--- src/rtl/id_hazard_unit.sv ---
// Decode-stage hazard unit: tracks in-flight destinations, forwards operands, stalls on young loads.
// Optional HAZARD_STAT_EN adds a free-running stall cycle counter output (stall_cnt).
module id_hazard_unit #(
  parameter int DW       = 32,
  parameter int NRD      = 2,
  parameter int DEPTH    = 3,
  parameter int LOAD_STG = 2
) (
  input  logic                  cpu_clk_50M,
  input  logic                  rst_n,
  input  logic [NRD-1:0]        rd_en,
  input  logic [NRD*5-1:0]      rd_addr,
  input  logic [NRD*DW-1:0]     rf_data,
  input  logic                  iss_valid,
  input  logic                  iss_wreg,
  input  logic [4:0]            iss_wa,
  input  logic                  iss_mreg,
  input  logic [DEPTH*DW-1:0]   stage_wd,
  input  logic                  flush,
  output logic [NRD*DW-1:0]     fwd_data,
  output logic [NRD*3-1:0]      fwd_sel,
  output logic                  stallreq_id
`ifdef HAZARD_STAT_EN
  ,
  output logic [31:0]           stall_cnt
`endif
);

  localparam logic [2:0] SEL_ZERO = 3'd0;
  localparam logic [2:0] SEL_RF   = 3'd7;

  logic [DEPTH-1:0]      valid_q, valid_d;
  logic [DEPTH-1:0][4:0] wa_q, wa_d;
  logic [DEPTH-1:0]      mreg_q, mreg_d;

  logic [NRD*DW-1:0]     fwd_data_s;
  logic [NRD*3-1:0]      fwd_sel_s;
  logic                  stall_s;
  logic                  issue_s;

  // Operand resolution: youngest matching slot wins, loads younger than LOAD_STG stall
  always_comb begin
    logic [4:0]    addr_v;
    logic          hit_v;
    logic          ld_v;
    logic [DW-1:0] data_v;
    logic [2:0]    sel_v;
    stall_s    = 1'b0;
    fwd_data_s = '0;
    fwd_sel_s  = '0;
    addr_v     = 5'd0;
    hit_v      = 1'b0;
    ld_v       = 1'b0;
    data_v     = '0;
    sel_v      = SEL_ZERO;
    for (int p = 0; p < NRD; p++) begin
      addr_v = rd_addr[5*p +: 5];
      hit_v  = 1'b0;
      ld_v   = 1'b0;
      data_v = '0;
      sel_v  = SEL_ZERO;
      // Walk oldest to youngest so the lowest matching index overwrites the rest
      for (int k = DEPTH - 1; k >= 0; k--) begin
        if (rd_en[p] && valid_q[k] && (wa_q[k] == addr_v) && (addr_v != 5'd0)) begin
          hit_v  = 1'b1;
          ld_v   = mreg_q[k] && (k < LOAD_STG);
          data_v = stage_wd[DW*k +: DW];
          sel_v  = 3'(k + 1);
        end else begin
          hit_v  = hit_v;
        end
      end
      if (!rd_en[p] || (addr_v == 5'd0)) begin
        fwd_data_s[DW*p +: DW] = '0;
        fwd_sel_s[3*p +: 3]    = SEL_ZERO;
      end else if (hit_v) begin
        fwd_data_s[DW*p +: DW] = data_v;
        fwd_sel_s[3*p +: 3]    = sel_v;
        stall_s                = stall_s | (ld_v & iss_valid);
      end else begin
        fwd_data_s[DW*p +: DW] = rf_data[DW*p +: DW];
        fwd_sel_s[3*p +: 3]    = SEL_RF;
      end
    end
  end

  // Outputs are forced quiet while reset is held, independent of the clock
  always_comb begin
    if (rst_n) begin
      fwd_data    = fwd_data_s;
      fwd_sel     = fwd_sel_s;
      stallreq_id = stall_s;
    end else begin
      fwd_data    = '0;
      fwd_sel     = '0;
      stallreq_id = 1'b0;
    end
  end

  assign issue_s = iss_valid & iss_wreg & (iss_wa != 5'd0) & ~stall_s & ~flush;

  // Scoreboard next state: flush clears everything, otherwise shift and insert at slot 0
  always_comb begin
    valid_d = valid_q;
    wa_d    = wa_q;
    mreg_d  = mreg_q;
    if (flush) begin
      valid_d = '0;
      wa_d    = '0;
      mreg_d  = '0;
    end else begin
      for (int k = 1; k < DEPTH; k++) begin
        valid_d[k] = valid_q[k-1];
        wa_d[k]    = wa_q[k-1];
        mreg_d[k]  = mreg_q[k-1];
      end
      valid_d[0] = issue_s;
      wa_d[0]    = issue_s ? iss_wa : 5'd0;
      mreg_d[0]  = issue_s & iss_mreg;
    end
  end

  // Scoreboard state register
  always_ff @(posedge cpu_clk_50M or negedge rst_n) begin
    if (!rst_n) begin
      valid_q <= '0;
      wa_q    <= '0;
      mreg_q  <= '0;
    end else begin
      valid_q <= valid_d;
      wa_q    <= wa_d;
      mreg_q  <= mreg_d;
    end
  end

`ifdef HAZARD_STAT_EN
  logic [31:0] stall_cnt_q, stall_cnt_d;

  assign stall_cnt_d = stallreq_id ? (stall_cnt_q + 32'd1) : stall_cnt_q;

  // Stall cycle counter, wraps naturally at 2^32
  always_ff @(posedge cpu_clk_50M or negedge rst_n) begin
    if (!rst_n) begin
      stall_cnt_q <= 32'd0;
    end else begin
      stall_cnt_q <= stall_cnt_d;
    end
  end

  assign stall_cnt = stall_cnt_q;
`endif

endmodule

--- config.mk ---
export PLATFORM = sky130hd
export DESIGN_NAME = id_hazard_unit
export DESIGN_NICKNAME = d
export VERILOG_FILES = /design/src/rtl/id_hazard_unit.sv
export SDC_FILE = /design/constraint.sdc
export NUM_CORES = 1
export LEC_CHECK = 0
export CAP_MARGIN = 40
export CELL_PAD_IN_SITES_DETAIL_PLACEMENT = 2
export CELL_PAD_IN_SITES_GLOBAL_PLACEMENT = 2
export CORE_MARGIN = 2
export CORE_UTILIZATION = 15
export CTS_CLUSTER_DIAMETER = 200
export DETAILED_ROUTE_END_ITERATION = 6
export GPL_TIMING_DRIVEN = 0
export PLACE_DENSITY_LB_ADDON = 0.08
export SLEW_MARGIN = 10
export SYNTH_ARGS = -nofsm -noshare
export SYNTH_HDL_FRONTEND = slang
export SYNTH_SLANG_ARGS = --single-unit
--- constraint.sdc ---
create_clock -name cpu_clk_50M -period 3.6 [get_ports cpu_clk_50M]
set_clock_uncertainty 0.2 [all_clocks]
set_input_delay 0.72 -clock cpu_clk_50M [delete_from_list [all_inputs] [get_ports cpu_clk_50M]]
set_output_delay 0.72 -clock cpu_clk_50M [all_outputs]
set_load 0.03 [all_outputs]
# Word-level counts from Yosys, hierarchy flattened
# Cells that the tools add are included.
# word_totals
ff_bits,20
in_bits,183
out_inout_bits,71
elab_cells,89
# op_classes
n_eq_ne,6
muxes,41
n_bitwise,10
n_reduce_logical,27
# ops
operator,n
$mux W32,10
$mux W64,1
$eq A5 B5 Y1,6
$mux W3,7
$logic_and A1 B1 Y1,18
$mux W1,15
$mux W15,1
$reduce_bool A5 Y1,3
$logic_not A5 Y1,2
$mux W2,5
$and A1 B1 Y1,7
$mux W6,1
$mux W5,1
$logic_not A1 Y1,2
$logic_or A1 B1 Y1,2
$not A1 Y1,2
$or A1 B1 Y1,1

# Depth between registers and ports, before layout
# Gate-level depths: netlist of run 1.
# logic_depth
ltp_word,16
mapped_depth,9
ltp_nobuf,6

# Worst setup path after synthesis of run 1
# OpenSTA, ideal clock, no wires.
# synth_timing
kind,input -> output
start,in rd_addr[8]
end,out fwd_data[53]
t_arrival_ns,2.650
required_time_ns,2.680
slack_ns,0.030
stages,9
path_buffers,3
path_cell_list,buf_2 xnor2_1 nand2_1 or4_1 buf_2 o311ai_2 clkbuf_2 o21ai_0 a21oi_1
# synth_via
elab_chain_len,9
elab_cells_between_ends,21
cone_classes,3 x eq/ne; 9 x mux; 9 x reduce/logical
# synth_rtl
element,line,rtl
"start, declared",12,"input logic [NRD*5-1:0] rd_addr,"
$eq A5 B5 Y1,64,if (rd_en[p] && valid_q[k] && (wa_q[k] == addr_v) && (addr_v != 5'd0)) begin
$logic_and A1 B1 Y1 (2 in a row),64,
$mux W32 or $mux W1 (tied branches) (3 in a row),64,
$mux W32,76,end else if (hit_v) begin
$mux W32 (*),73,if (!rd_en[p] || (addr_v == 5'd0)) begin
$mux W64 (*),89,if (rst_n) begin
"end, declared",20,"output logic [NRD*DW-1:0] fwd_data,"
# Mark *: on every way between the ends. The rest lies on a longest branch, timed or not.

# Final worst setup path of run 1
# layout_timing
start,in rd_addr[0]
end,out fwd_data[26]
# The elaborated chain is that of the path after synthesis.

==> results of run 1 <==
[where the power goes]
group | internal (mW) | switching [mW] | leakage (nW)
clock | 0.169 | 0.0773 | 0.0442
sequential | 0.229 | 0.00606 | 0.276
combinational | 0.267 | 0.227 | 2.47
total | 0.665 | 0.310 | 2.79
[per-layer routing]
layer / vias up / track usage / routed length, um
met2: 154 / 0.3702 / 11520
met5: - / 0 / 0
met1: 2358 / 0.2406 / 8984
met3: 22 / 0.02683 / 1011
li1: 2198 / - / -
met4: 0 / 0.04482 / 413
[kinds of logic (layout without fill, tap and decap cells)]
logic type,after synthesis,in the layout,share of synthesized area
XOR/XNOR,30,30,0.09087
flip-flops,20,20,0.1731
buffers and inverters,42,333,0.06404
AO/OA/AOI/OAI,199,200,0.4470
multiplexers,1,1,0.003462
AND/OR/NAND/NOR,126,127,0.2216
[cell type report]
| cell class | count | area, um^2 |
|---|---|---|
| timing repair buffer | 288 | 2729 |
| multi-input combinational | 358 | 2694 |
| sequential | 20 | 500.5 |
| buffer | 41 | 400.4 |
| fill | 2099 | 12090 |
| tap | 260 | 325.3 |
| clock buffer | 4 | 88.84 |
[synthesized netlist by cell type (3+ instances only)]
master    instances
or4_1             4
o221ai_1         63
o21ai_0          62
xnor2_1          14
nor2b_1          13
dfrtp_1          20
and2_1            6
nand2_1          71
nand3_1           4
xor2_1           16
clkbuf_1         26
a21oi_1          64
buf_2            11
nor2_1           10
nor4_1            4
o21ai_1           3
[state kept, by name, summed over array words and instances, names as in the netlist]
signal and flops:
wa_q 15, mreg_q 2, valid_q 3
[worst min-delay path by stage]
stage	startpoint	endpoint	slack (ps)	cells past startpoint
after floorplan	rst_n	mreg_q[0]	220	0
after global placement	mreg_q[1]	valid_q[0]	330	1
after detailed placement	valid_q[0]	valid_q[1]	350	1
after CTS	rst_n	mreg_q[0]	320	1
after global routing	rst_n	mreg_q[1]	350	1
final	rst_n	mreg_q[0]	310	1
[what timing repair did]
action / 4_1_cts / 5_1_grt
gates cloned: 6 / 3
resized for setup: 514 / 109
hold buffers: 0 / 0
endpoints found under the setup margin: 71 / 67
pin swaps: 21 / 55
buffers inserted: 22 / 8
==> impl_metrics.env, run 1 <==
export IMPL_status="finished, violations left"
export IMPL_violations="negative setup slack"
export IMPL_overflow=0
export IMPL_diodes=0
export IMPL_synth_edf_count=0
export IMPL_r2r_start="wa_q[3]"
export IMPL_critical_path_class="in2out"
export IMPL_nets=895
export IMPL_syn_num_nets=601
export IMPL_syn_to_final_growth_pct=133.0
export IMPL_cp_cell_sequence="buf_8 > or4_4 > o21ai_4 > nand4b_1 > buf_4 > nand2b_4 > buf_8 > o221ai_2 > a21oi_2 > buf_6"
export IMPL_clock_sinks=20
export IMPL_maxSlewHeadroom=0.6986
export IMPL_synth_area_leaders="o221ai_1 19%, dfrtp_1 17%, a21oi_1 11%"
export IMPL_antenna_found_initial=0
export IMPL_power_density_mw_per_mm2=144.8
export IMPL_cp_max_fo=7
export IMPL_end_kind="output port"
export IMPL_leakagePower_nw=2.787
export IMPL_crit_slowest_cell="or4_4"
export IMPL_die_area_mm2=0.02040
export IMPL_yosys_cell_types_count=40
export IMPL_crit_family="simple AND/OR/NAND/NOR gates"
export IMPL_drtIter0Drc=98
export IMPL_post_route_period_util=1.009
export IMPL_place_congestion=0.8021
export IMPL_endpoint="fwd_data[26]"
export IMPL_root_buffer="clkbuf_16"
export IMPL_cp_arrival_ps=2710
export IMPL_synth_seq_area_share=0.1731
export IMPL_rsz0062_at_grt="yes"
export IMPL_async_reset_ff_frac=1.000
export IMPL_grt_pass1_vias=5183
export IMPL_synth_top_area_share=0.1908
export IMPL_drc_errors=0
export IMPL_reg2reg_to="wa_q[1]"
export IMPL_hold_slack_ps=313.6
export IMPL_fin_area_mm2=0.006738
export IMPL_yosys_area_top_type="o221ai_1"
export IMPL_cp_common_cell="buf_8"
export IMPL_grt_use_total=0.1984
export IMPL_synth_area_mm2=0.002892
export IMPL_slowest_delay_ps=550
export IMPL_dr_pass1_iters=4
export IMPL_start_util=0.1536
export IMPL_placed_cells=929
export IMPL_viasPerCell=4.873
export IMPL_die_y_um=142.8
export IMPL_ys_seq_elements=20
export IMPL_rows=50
export IMPL_cts_made_buffers=3
export IMPL_power_total_mw=0.9759
export IMPL_layoutNonFillerInstCount=971
export IMPL_fmax_ghz=0.2753
export IMPL_layout_min_cycle_time_ps=3632
export IMPL_vias=4732
export IMPL_ys_flop_type="dfrtp_1"
export IMPL_ir_drop_mv=0.2267
export IMPL_yosys_warnings=0
export IMPL_clock_path_buffers=2
export IMPL_die_x_um=142.8
export IMPL_hold_viol=0
export IMPL_path_depth=10
export IMPL_grt_pass1_wl_um=31010
export IMPL_netlist_instances=418
export IMPL_finalMaxSlewViolations=0
export IMPL_layout_drive_gt1_share=0.3221
export IMPL_reg2reg_slack_ps=1180
export IMPL_crit_required_ps=2680
export IMPL_worstMarginPinSlew_ps=448.9
export IMPL_antenna_left=0
export IMPL_startpoint="rd_addr[0]"
export IMPL_place_area_mm2=0.005734
export IMPL_crit_buf_inv=4
export IMPL_final_util=0.3578
export IMPL_place_hpwl_um=16070
export IMPL_clkTransAtPathRegs_ps=50
export IMPL_reg2reg_depth=7
export IMPL_hold_path_class="in2async"
export IMPL_post_drt_wl_per_cell_um=22.58
export IMPL_ios=254
export IMPL_syn_area_per_cell_um2=6.918
export IMPL_most_common_layout_cells="169 x clkdlybuf4s50_1, 70 x nand2_1, 68 x buf_4"
export IMPL_setup_tns_final_ps=-163.4
export IMPL_start_kind="primary input"
export IMPL_dpl_worst_slack_ps=-1683
export IMPL_cap_violations=0
export IMPL_cts_tree="built"
export IMPL_numPortBuffers=250
export IMPL_mostFrequentLayoutCell="clkdlybuf4s50_1"
export IMPL_fin_ws_ps=-31.92
export IMPL_routed_wl_um=21930
export IMPL_clk_latency_ps=250
export IMPL_grt_max_degree=17
export IMPL_setup_viol=13
export IMPL_cts_htree_levels=1
export IMPL_core_area_mm2=0.01883
Note: power is estimated with default switching activity, not from simulation.
==> inputs of run 2 (changes only) <==
Settings changed: HOLD_SLACK_MARGIN set to 0.08.
==> results of run 2 <==
Same layout as run 1: the final DEF is identical, and so are final timing and power.
